### src/rtl/core_loader.sv
// Operand loader and command sequencer for core_module: gathers 25 operand bytes onto flat
// buses, then runs one core operation per command with a done handshake and a timeout guard.
module core_loader #(
  parameter int TIMEOUT = 1024
) (
  input  logic         clk,
  input  logic         rst,
  input  logic         in_valid,
  input  logic [7:0]   in_data,
  output logic         in_ready,
  input  logic         clear_load,
  input  logic         cmd_valid,
  input  logic [1:0]   cmd_mode,
  output logic         cmd_ready,
  output logic [127:0] a_flat,
  output logic [71:0]  b_flat,
  output logic         active_send,
  output logic         active_single,
  output logic         active_sa3,
  output logic         active_sa2,
  input  logic         done_send,
  input  logic         done_single,
  input  logic         done_sa3,
  input  logic         done_sa2,
  output logic         op_done,
  output logic         timeout_err,
  output logic [1:0]   state_dbg
);

  // Handshakes: a byte transfers on a rising edge where in_valid && in_ready; a command
  // transfers on a rising edge where cmd_valid && cmd_ready. Ready never depends on valid.
  localparam int TW = $clog2(TIMEOUT + 1);
  localparam logic [TW-1:0] TIMER_LAST = TW'(TIMEOUT - 1);

  typedef enum logic [1:0] {
    S_LOAD  = 2'd0,
    S_READY = 2'd1,
    S_RUN   = 2'd2
  } state_t;

  state_t         state_q, state_d;
  logic [4:0]     cnt_q, cnt_d;
  logic [127:0]   a_q, a_d;
  logic [71:0]    b_q, b_d;
  logic [1:0]     mode_q, mode_d;
  logic [TW-1:0]  timer_q, timer_d;
  logic [3:0]     active_q, active_d;
  logic           op_done_q, op_done_d;
  logic           timeout_err_q, timeout_err_d;
  logic           in_ready_q, in_ready_d;
  logic           cmd_ready_q, cmd_ready_d;
  logic [3:0]     done_vec;
  logic           done_sel;

  assign done_vec = {done_sa2, done_sa3, done_single, done_send};
  assign done_sel = done_vec[mode_q];

  always_comb begin
    state_d       = state_q;
    cnt_d         = cnt_q;
    a_d           = a_q;
    b_d           = b_q;
    mode_d        = mode_q;
    timer_d       = timer_q;
    op_done_d     = 1'b0;
    timeout_err_d = timeout_err_q;
    case (state_q)
      S_LOAD: begin
        if (in_valid) begin
          // Slots 16..24 land in B; cnt[3:0] is then already the B byte index.
          if (!cnt_q[4]) a_d[{cnt_q[3:0], 3'b000} +: 8] = in_data;
          else           b_d[{cnt_q[3:0], 3'b000} +: 8] = in_data;
          if (cnt_q == 5'd24) begin
            cnt_d   = 5'd0;
            state_d = S_READY;
          end else begin
            cnt_d = cnt_q + 5'd1;
          end
        end
      end
      S_READY: begin
        if (clear_load) begin
          cnt_d   = 5'd0;
          state_d = S_LOAD;
        end else if (cmd_valid) begin
          mode_d  = cmd_mode;
          timer_d = '0;
          state_d = S_RUN;
        end
      end
      S_RUN: begin
        if (done_sel) begin
          op_done_d = 1'b1;
          state_d   = S_READY;
        end else if (timer_q == TIMER_LAST) begin
          timeout_err_d = 1'b1;
          state_d       = S_READY;
        end else begin
          timer_d = timer_q + TW'(1);
        end
      end
      default: state_d = S_LOAD;
    endcase
    in_ready_d  = (state_d == S_LOAD);
    cmd_ready_d = (state_d == S_READY);
    active_d    = (state_d == S_RUN) ? (4'b0001 << mode_d) : 4'b0000;
  end

  always_ff @(posedge clk) begin
    if (rst) begin
      state_q       <= S_LOAD;
      cnt_q         <= 5'd0;
      a_q           <= '0;
      b_q           <= '0;
      mode_q        <= 2'd0;
      timer_q       <= '0;
      active_q      <= 4'b0000;
      op_done_q     <= 1'b0;
      timeout_err_q <= 1'b0;
      in_ready_q    <= 1'b1;
      cmd_ready_q   <= 1'b0;
    end else begin
      state_q       <= state_d;
      cnt_q         <= cnt_d;
      a_q           <= a_d;
      b_q           <= b_d;
      mode_q        <= mode_d;
      timer_q       <= timer_d;
      active_q      <= active_d;
      op_done_q     <= op_done_d;
      timeout_err_q <= timeout_err_d;
      in_ready_q    <= in_ready_d;
      cmd_ready_q   <= cmd_ready_d;
    end
  end

  assign in_ready      = in_ready_q;
  assign cmd_ready     = cmd_ready_q;
  assign a_flat        = a_q;
  assign b_flat        = b_q;
  assign active_send   = active_q[0];
  assign active_single = active_q[1];
  assign active_sa3    = active_q[2];
  assign active_sa2    = active_q[3];
  assign op_done       = op_done_q;
  assign timeout_err   = timeout_err_q;
  assign state_dbg     = state_q;

endmodule
### config.mk
export PLATFORM = sky130hd
export DESIGN_NAME = core_loader
export DESIGN_NICKNAME = d
export VERILOG_FILES = /design/src/rtl/core_loader.sv
export SDC_FILE = /design/constraint.sdc
export NUM_CORES = 1
export LEC_CHECK = 0
export ABC_AREA = 0
export BUFFER_PORTS_ARGS = -buffer_cell sky130_fd_sc_hd__buf_2
export CORE_ASPECT_RATIO = 1.4
export CORE_MARGIN = 8
export CORE_UTILIZATION = 45
export DETAILED_ROUTE_END_ITERATION = 7
export PLACE_DENSITY_LB_ADDON = 0.12
export SLEW_MARGIN = 5
export SYNTH_ARGS = -nofsm -noshare
export SYNTH_HDL_FRONTEND = slang
export SYNTH_SLANG_ARGS = --single-unit
### constraint.sdc
create_clock -name clk -period 3.75 [get_ports clk]
set_clock_uncertainty 0.1 [all_clocks]
set_input_delay 0.9375 -clock clk [delete_from_list [all_inputs] [get_ports clk]]
set_output_delay 0.9375 -clock clk [all_outputs]
set_load 0.02 [all_outputs]
# ---- Yosys cells after proc, flatten, opt, wreduce, memory -nomap -nowiden
# Index checks and enable logic that the tools add are counted.
dict set report op_classes {
  n_addsub 3
  magnitude_cmp 1
  eq_ne 12
  shifts 5
  muxes 24
  bitwise_logic 4
  reduce_logical 11
}
# operator n
set op_table {}
lappend op_table {{$bwmux W128} 1}
lappend op_table {{$shift A8 B9 Y128 const A} 1}
lappend op_table {{$shiftx A8 B9 Y128} 1}
lappend op_table {{$bwmux W72} 1}
lappend op_table {{$shift A8 B9 Y72 const A} 1}
lappend op_table {{$shiftx A8 B9 Y72} 1}
lappend op_table {{$mux W11} 4}
lappend op_table {{$pmux W11 S2} 1}
lappend op_table {{$mux W2} 9}
lappend op_table {{$mux W5} 3}
lappend op_table {{$ne A2 B2 Y1 const B} 6}
lappend op_table {{$reduce_and A3 Y1} 4}
lappend op_table {{$add A11 B1 Y11 const B} 1}
lappend op_table {{$eq A11 B10 Y1 const B} 1}
lappend op_table {{$pmux W5 S2} 1}
lappend op_table {{$neg A7 Y9} 1}
lappend op_table {{$pmux W2 S3} 1}
lappend op_table {{$add A5 B1 Y5 const B} 1}
lappend op_table {{$eq A5 B5 Y1 const B} 1}
lappend op_table {{$reduce_and A5 Y1} 1}
lappend op_table {{$eq A2 B1 Y1 const B} 2}
lappend op_table {{$eq A2 B2 Y1 const B} 2}
lappend op_table {{$logic_not A2 Y1} 2}
lappend op_table {{$not A1 Y1} 4}
lappend op_table {{6 further kinds} 9}
dict set report word_totals {
  regBits 228
  input_bits 19
  out_inout_bits 210
  word_cells 71
}

# ---- Logic depth before layout (Yosys ltp)
dict set report depth {
  word_depth 7
  ltp_mapped 10
  ltp_nobuf 6
}

# ---- Worst setup path before layout
# Ideal clock, no wire load.
dict set report synth_timing {
  path_type {register to register}
  from {register cnt_q[0]}
  to {register a_q[100] (netlist: a_flat[100])}
  setup_ns 0.128
  arrival_ns 2.462
  required_time_ns 3.522
  slack_ns 1.061
  path_stages_with_launch 9
  path_buffers 2
  period_less_slack_ns 2.689
  path_cell_list {dfxtp_1 > clkbuf_1 > inv_2 > ha_1 > buf_2 > or3b_1 > a2111oi_4 > mux2i_1 > nor2_1}
}
dict set report synth_between {
  elab_chain_cells 3
  elab_cells_between_ends 4
  cone_classes {1 x add/sub; 2 x shift; 1 x mux}
}
# element line_no
set synth_rtl {}
lappend synth_rtl {{start: declaration} 42} ;# logic [4:0] cnt_q, cnt_d;
lappend synth_rtl {{start signal: assignment} 124} ;# cnt_q <= cnt_d;
lappend synth_rtl {{$neg A7 Y9 (*)} 71} ;# if (!cnt_q[4]) a_d[{cnt_q[3:0], 3'b000} +: 8] = in_data;
lappend synth_rtl {{$shiftx A8 B9 Y128 / $shift A8 B9 Y128 (equally long branches)} 71}
lappend synth_rtl {{$bwmux W128 (*)} 71}
lappend synth_rtl {{end signal: assignment} 113} ;# a_q <= '0;
lappend synth_rtl {{end signal: assignment} 125} ;# a_q <= a_d;
lappend synth_rtl {{end: declaration} 43} ;# logic [127:0] a_q, a_d;
# Mark *: on every way between the ends. The rest lies on a longest branch, timed or not.
# A chain may end at the register's enable or synchronous reset.

# ---- Final worst setup path
dict set report layout_timing {
  from {register cnt_q[1]}
  to {register a_q[121] (netlist: a_flat[121])}
}
# The elaborated chain is that of the path after synthesis.

==> impl_metrics.py <==
metrics = {
    "cts": {
        "cts_resized": 0,
        "cts_buffer_depth": 3,
        "cts_buffers": 23,
        "htree_num_levels": 1,
        "cts.reportedPaths.clkPinSlew_ns": 0.06,
        "tritoncts": "yes",
        "cts-root-buf": "clkbuf_16",
        "clock_sinks": 228,
        "cts_hold_buf": 0,
        "clock_latency_ns": 0.51,
        "cts_setup_buffers": 0,
    },
    "sta": {
        "maxSlewViolCount": 0,
        "final.setup.tns_ns": 0,
        "setup_ws_ns": 0.774,
        "fmax_ghz": 0.336,
        "worstMarginPinSlew_ns": 0.983,
        "hold_viol_final": 0,
        "fin_crit_sh_pct": 79.4,
        "rsz0062_at_grt": "no",
        "slew_headroom_pct": 34.4,
        "finalCriticalPeriod_ns": 2.98,
        "setup_violations": 0,
    },
    "logic_synthesis": {
        "synthCells": 993,
        "synthDistinctLibCells": 63,
        "synth_fa_ha_area_share_pct": 0.657,
        "yosys.area_share.simple_pct": 20.6,
        "synth_edf_count": 0,
        "synth_ff_type": "dfxtp_1",
        "seq_area_frac_synth_pct": 48.0,
        "yosysMostFrequentCell": "dfxtp_1",
        "yosysTopAreaCell": "dfxtp_1",
        "synth_area_leaders": "dfxtp_1 (48%), mux2i_1 (15%), nand2b_1 (4.9%)",
        "yosys-mux-area-fraction_pct": 15.0,
        "ys_ff_latch": 228,
        "synth_area_sq_mm": 0.00952,
        "synth_top_family_by_area": "simple AND/OR/NAND/NOR gates",
        "synthTopCellsByCount": "dfxtp_1 (228), mux2i_1 (139), nor2_1 (84)",
        "synthesis.nets": 1017,
        "synth_top_area_share_pct": 48.0,
        "synthXorXnorAreaFrac_pct": 0.460,
        "synth_compound_area_share_pct": 11.5,
        "syn_avg_cell_area_sq_um": 9.58,
        "synthArstFlopShare_pct": 0,
        "yosysWarnings": 0,
    },
    "critical_path": {
        "startpoint_type": "flop",
        "critical_path.max_fanout": 18,
        "end_kind": "flop",
        "required_ns": 4.08,
        "reg2reg_depth": 6,
        "timing.rr.start": "cnt_q[1]$_SDFFE_PP0P_",
        "critical_path_class": "reg2reg",
        "reg2reg_setup_slack_ns": 0.77,
        "crit_arrival_ns": 3.31,
        "r2r_end": "a_flat[121]$_SDFFE_PP0P_",
    },
    "floorplanning": {
        "start_util_pct": 45.4,
        "io_pins": 229,
        "dieArea_sq_mm": 0.0261,
        "fp.dieW_microns": 139,
        "core-area_sq_mm": 0.0210,
        "core.rowCount": 63,
        "die_height_microns": 188,
    },
    "hold_path": {
        "hold_path_depth": 2,
        "hp-class": "reg2reg",
        "whs_endpoint": "a_flat[80]$_SDFFE_PP0P_",
        "hp-start": "a_flat[80]$_SDFFE_PP0P_",
    },
    "pwr": {
        "irDropWorstVdd_mv": 0.357,
        "leakagePower_nw": 5.37,
        "p_per_area_mw_per_mm2": 432,
    },
    "detailed_routing": {
        "drt_first_pass_iters": 4,
        "wl_per_cell_microns": 19.6,
        "drt-total-wl_microns": 28500,
        "drc": 0,
        "vias": 7986,
        "routed_via_density": 5.50,
        "drtIter0Drc": 382,
        "antenna_left": 0,
    },
    "placed_design": {
        "io_buffers": 228,
        "dp_slack_ns": 0.657,
        "gp_congestion": 0.808,
        "hpwlAfterDp_microns": 19700,
    },
    "grt": {
        "grt_first_pass_wirelength_microns": 44900,
        "grt_max_degree": 148,
        "grt_usage_pct": 21.1,
        "gr-total-overflow": 0,
        "first_global_vias": 7929,
        "antenna_found_initial": 1,
    },
    "layout": {
        "drive_gt1_share_pct": 24.9,
        "antenna_cells": 0,
        "area_growth_pct": 20.9,
        "final_nets": 1200,
        "fin_util_pct": 54.9,
    },
    "job": {
        "max-cap-violations": 0,
    },
    "run_status": {
        "status": "finished, final reports clean",
    },
}
==> per-layer routing <==
layer / track usage (%) / wire length [microns]
met5: 0 / 0
met4: 4.96 / 440
met3: 5.01 / 1790
met2: 37.0 / 14100
met1: 25.3 / 12100
==> power breakdown <==
group / total (mW) / switching, mW / leakage [nW] / internal [mW]
combinational: 0.280 / 0.199 / 3.18 / 0.0807
sequential: 2.44 / 0.00793 / 1.84 / 2.43
clock: 2.26 / 0.955 / 0.357 / 1.30
total: 4.97 / 1.16 / 5.37 / 3.81
==> stage by stage <==
| step | cells | area [sq um] | total power, mW | hold WS (ns) |
|---|---|---|---|---|
| CTS | 1451 | 11500 | 5.03 | 0.365 |
| global route | 1451 | 11500 | 5.14 | 0.389 |
| floorplan | 993 | 9520 | 2.68 | 0.336 |
| detailed placement | 1411 | 10800 | 2.77 | 0.357 |
| finish | 1451 | 11500 | 4.97 | 0.364 |
| global placement | 1411 | 10800 | 2.77 | 0.339 |
==> worst max-delay path: stages, from the launching register on <==
cell	delay [ns]
dfxtp_1	0.62
inv_1	0.13
ha_1	0.55
nor2b_1	0.81
and2_1	0.36
nand4_1	0.14
a21oi_1	0.18
==> kinds of logic after synthesis <==
family,count (synthesis)
compound gates,177
xor+xnor,5
fa+ha+maj,5
buf+inv,90
flops,228
mux,142
simple gates,346
==> worst max-delay path by stage <==
stage                                     start                  endpoint  slack, ns  cells past startpoint
after floorplan           cnt_q[0]$_SDFFE_PP0P_  a_flat[100]$_SDFFE_PP0P_       1.06                      8
after global placement                 in_valid  a_flat[109]$_SDFFE_PP0P_       0.70                      5
after detailed placement               in_valid  a_flat[110]$_SDFFE_PP0P_       0.66                      5
after CTS                 cnt_q[1]$_SDFFE_PP0P_  a_flat[100]$_SDFFE_PP0P_       0.79                      6
after global routing      cnt_q[1]$_SDFFE_PP0P_   a_flat[58]$_SDFFE_PP0P_       0.52                      6
final                     cnt_q[1]$_SDFFE_PP0P_  a_flat[121]$_SDFFE_PP0P_       0.77                      6
==> area by class of cell <==
| class | instances | area, sq um |
|---|---|---|
| Sequential cell | 228 | 4560 |
| Fill cell | 1968 | 9460 |
| Multi-Input combinational cell | 675 | 4600 |
| Timing Repair Buffer | 242 | 1250 |
| Tap cell | 260 | 325 |
| Inverter | 6 | 22.5 |
| Clock inverter | 7 | 72.6 |
| Clock buffer | 33 | 663 |
==> flip-flops by register name, indices dropped and copies added, names as in the netlist <==
| register | count |
|---|---|
| b_flat | 72 |
| timer_q | 11 |
| timeout_err | 1 |
| a_flat | 128 |
| state_dbg | 2 |
| mode_q | 2 |
| active_q | 4 |
| cnt_q | 5 |
| op_done | 1 |
| in_ready | 1 |
| cmd_ready | 1 |
==> cell usage in the layout (no fill, tap or decap), types with 5 or more instances in the layout <==
master     instances
a21oi_1           64
and2_1            12
and3_1            18
buf_2            227
buf_4             14
clkbuf_1           5
clkbuf_16         23
clkbuf_8           5
dfxtp_1          228
ha_1               5
inv_1              5
mux2i_1          139
nand2_1           19
nand2b_1          75
nand3_1           42
nand3b_1          32
nand4_1           15
nor2_1            84
nor3_1             5
o21ai_0           42
o21ai_1           17
o31ai_1           23
or4_1             17
No activity file was read; power rests on OpenSTA's default activity.
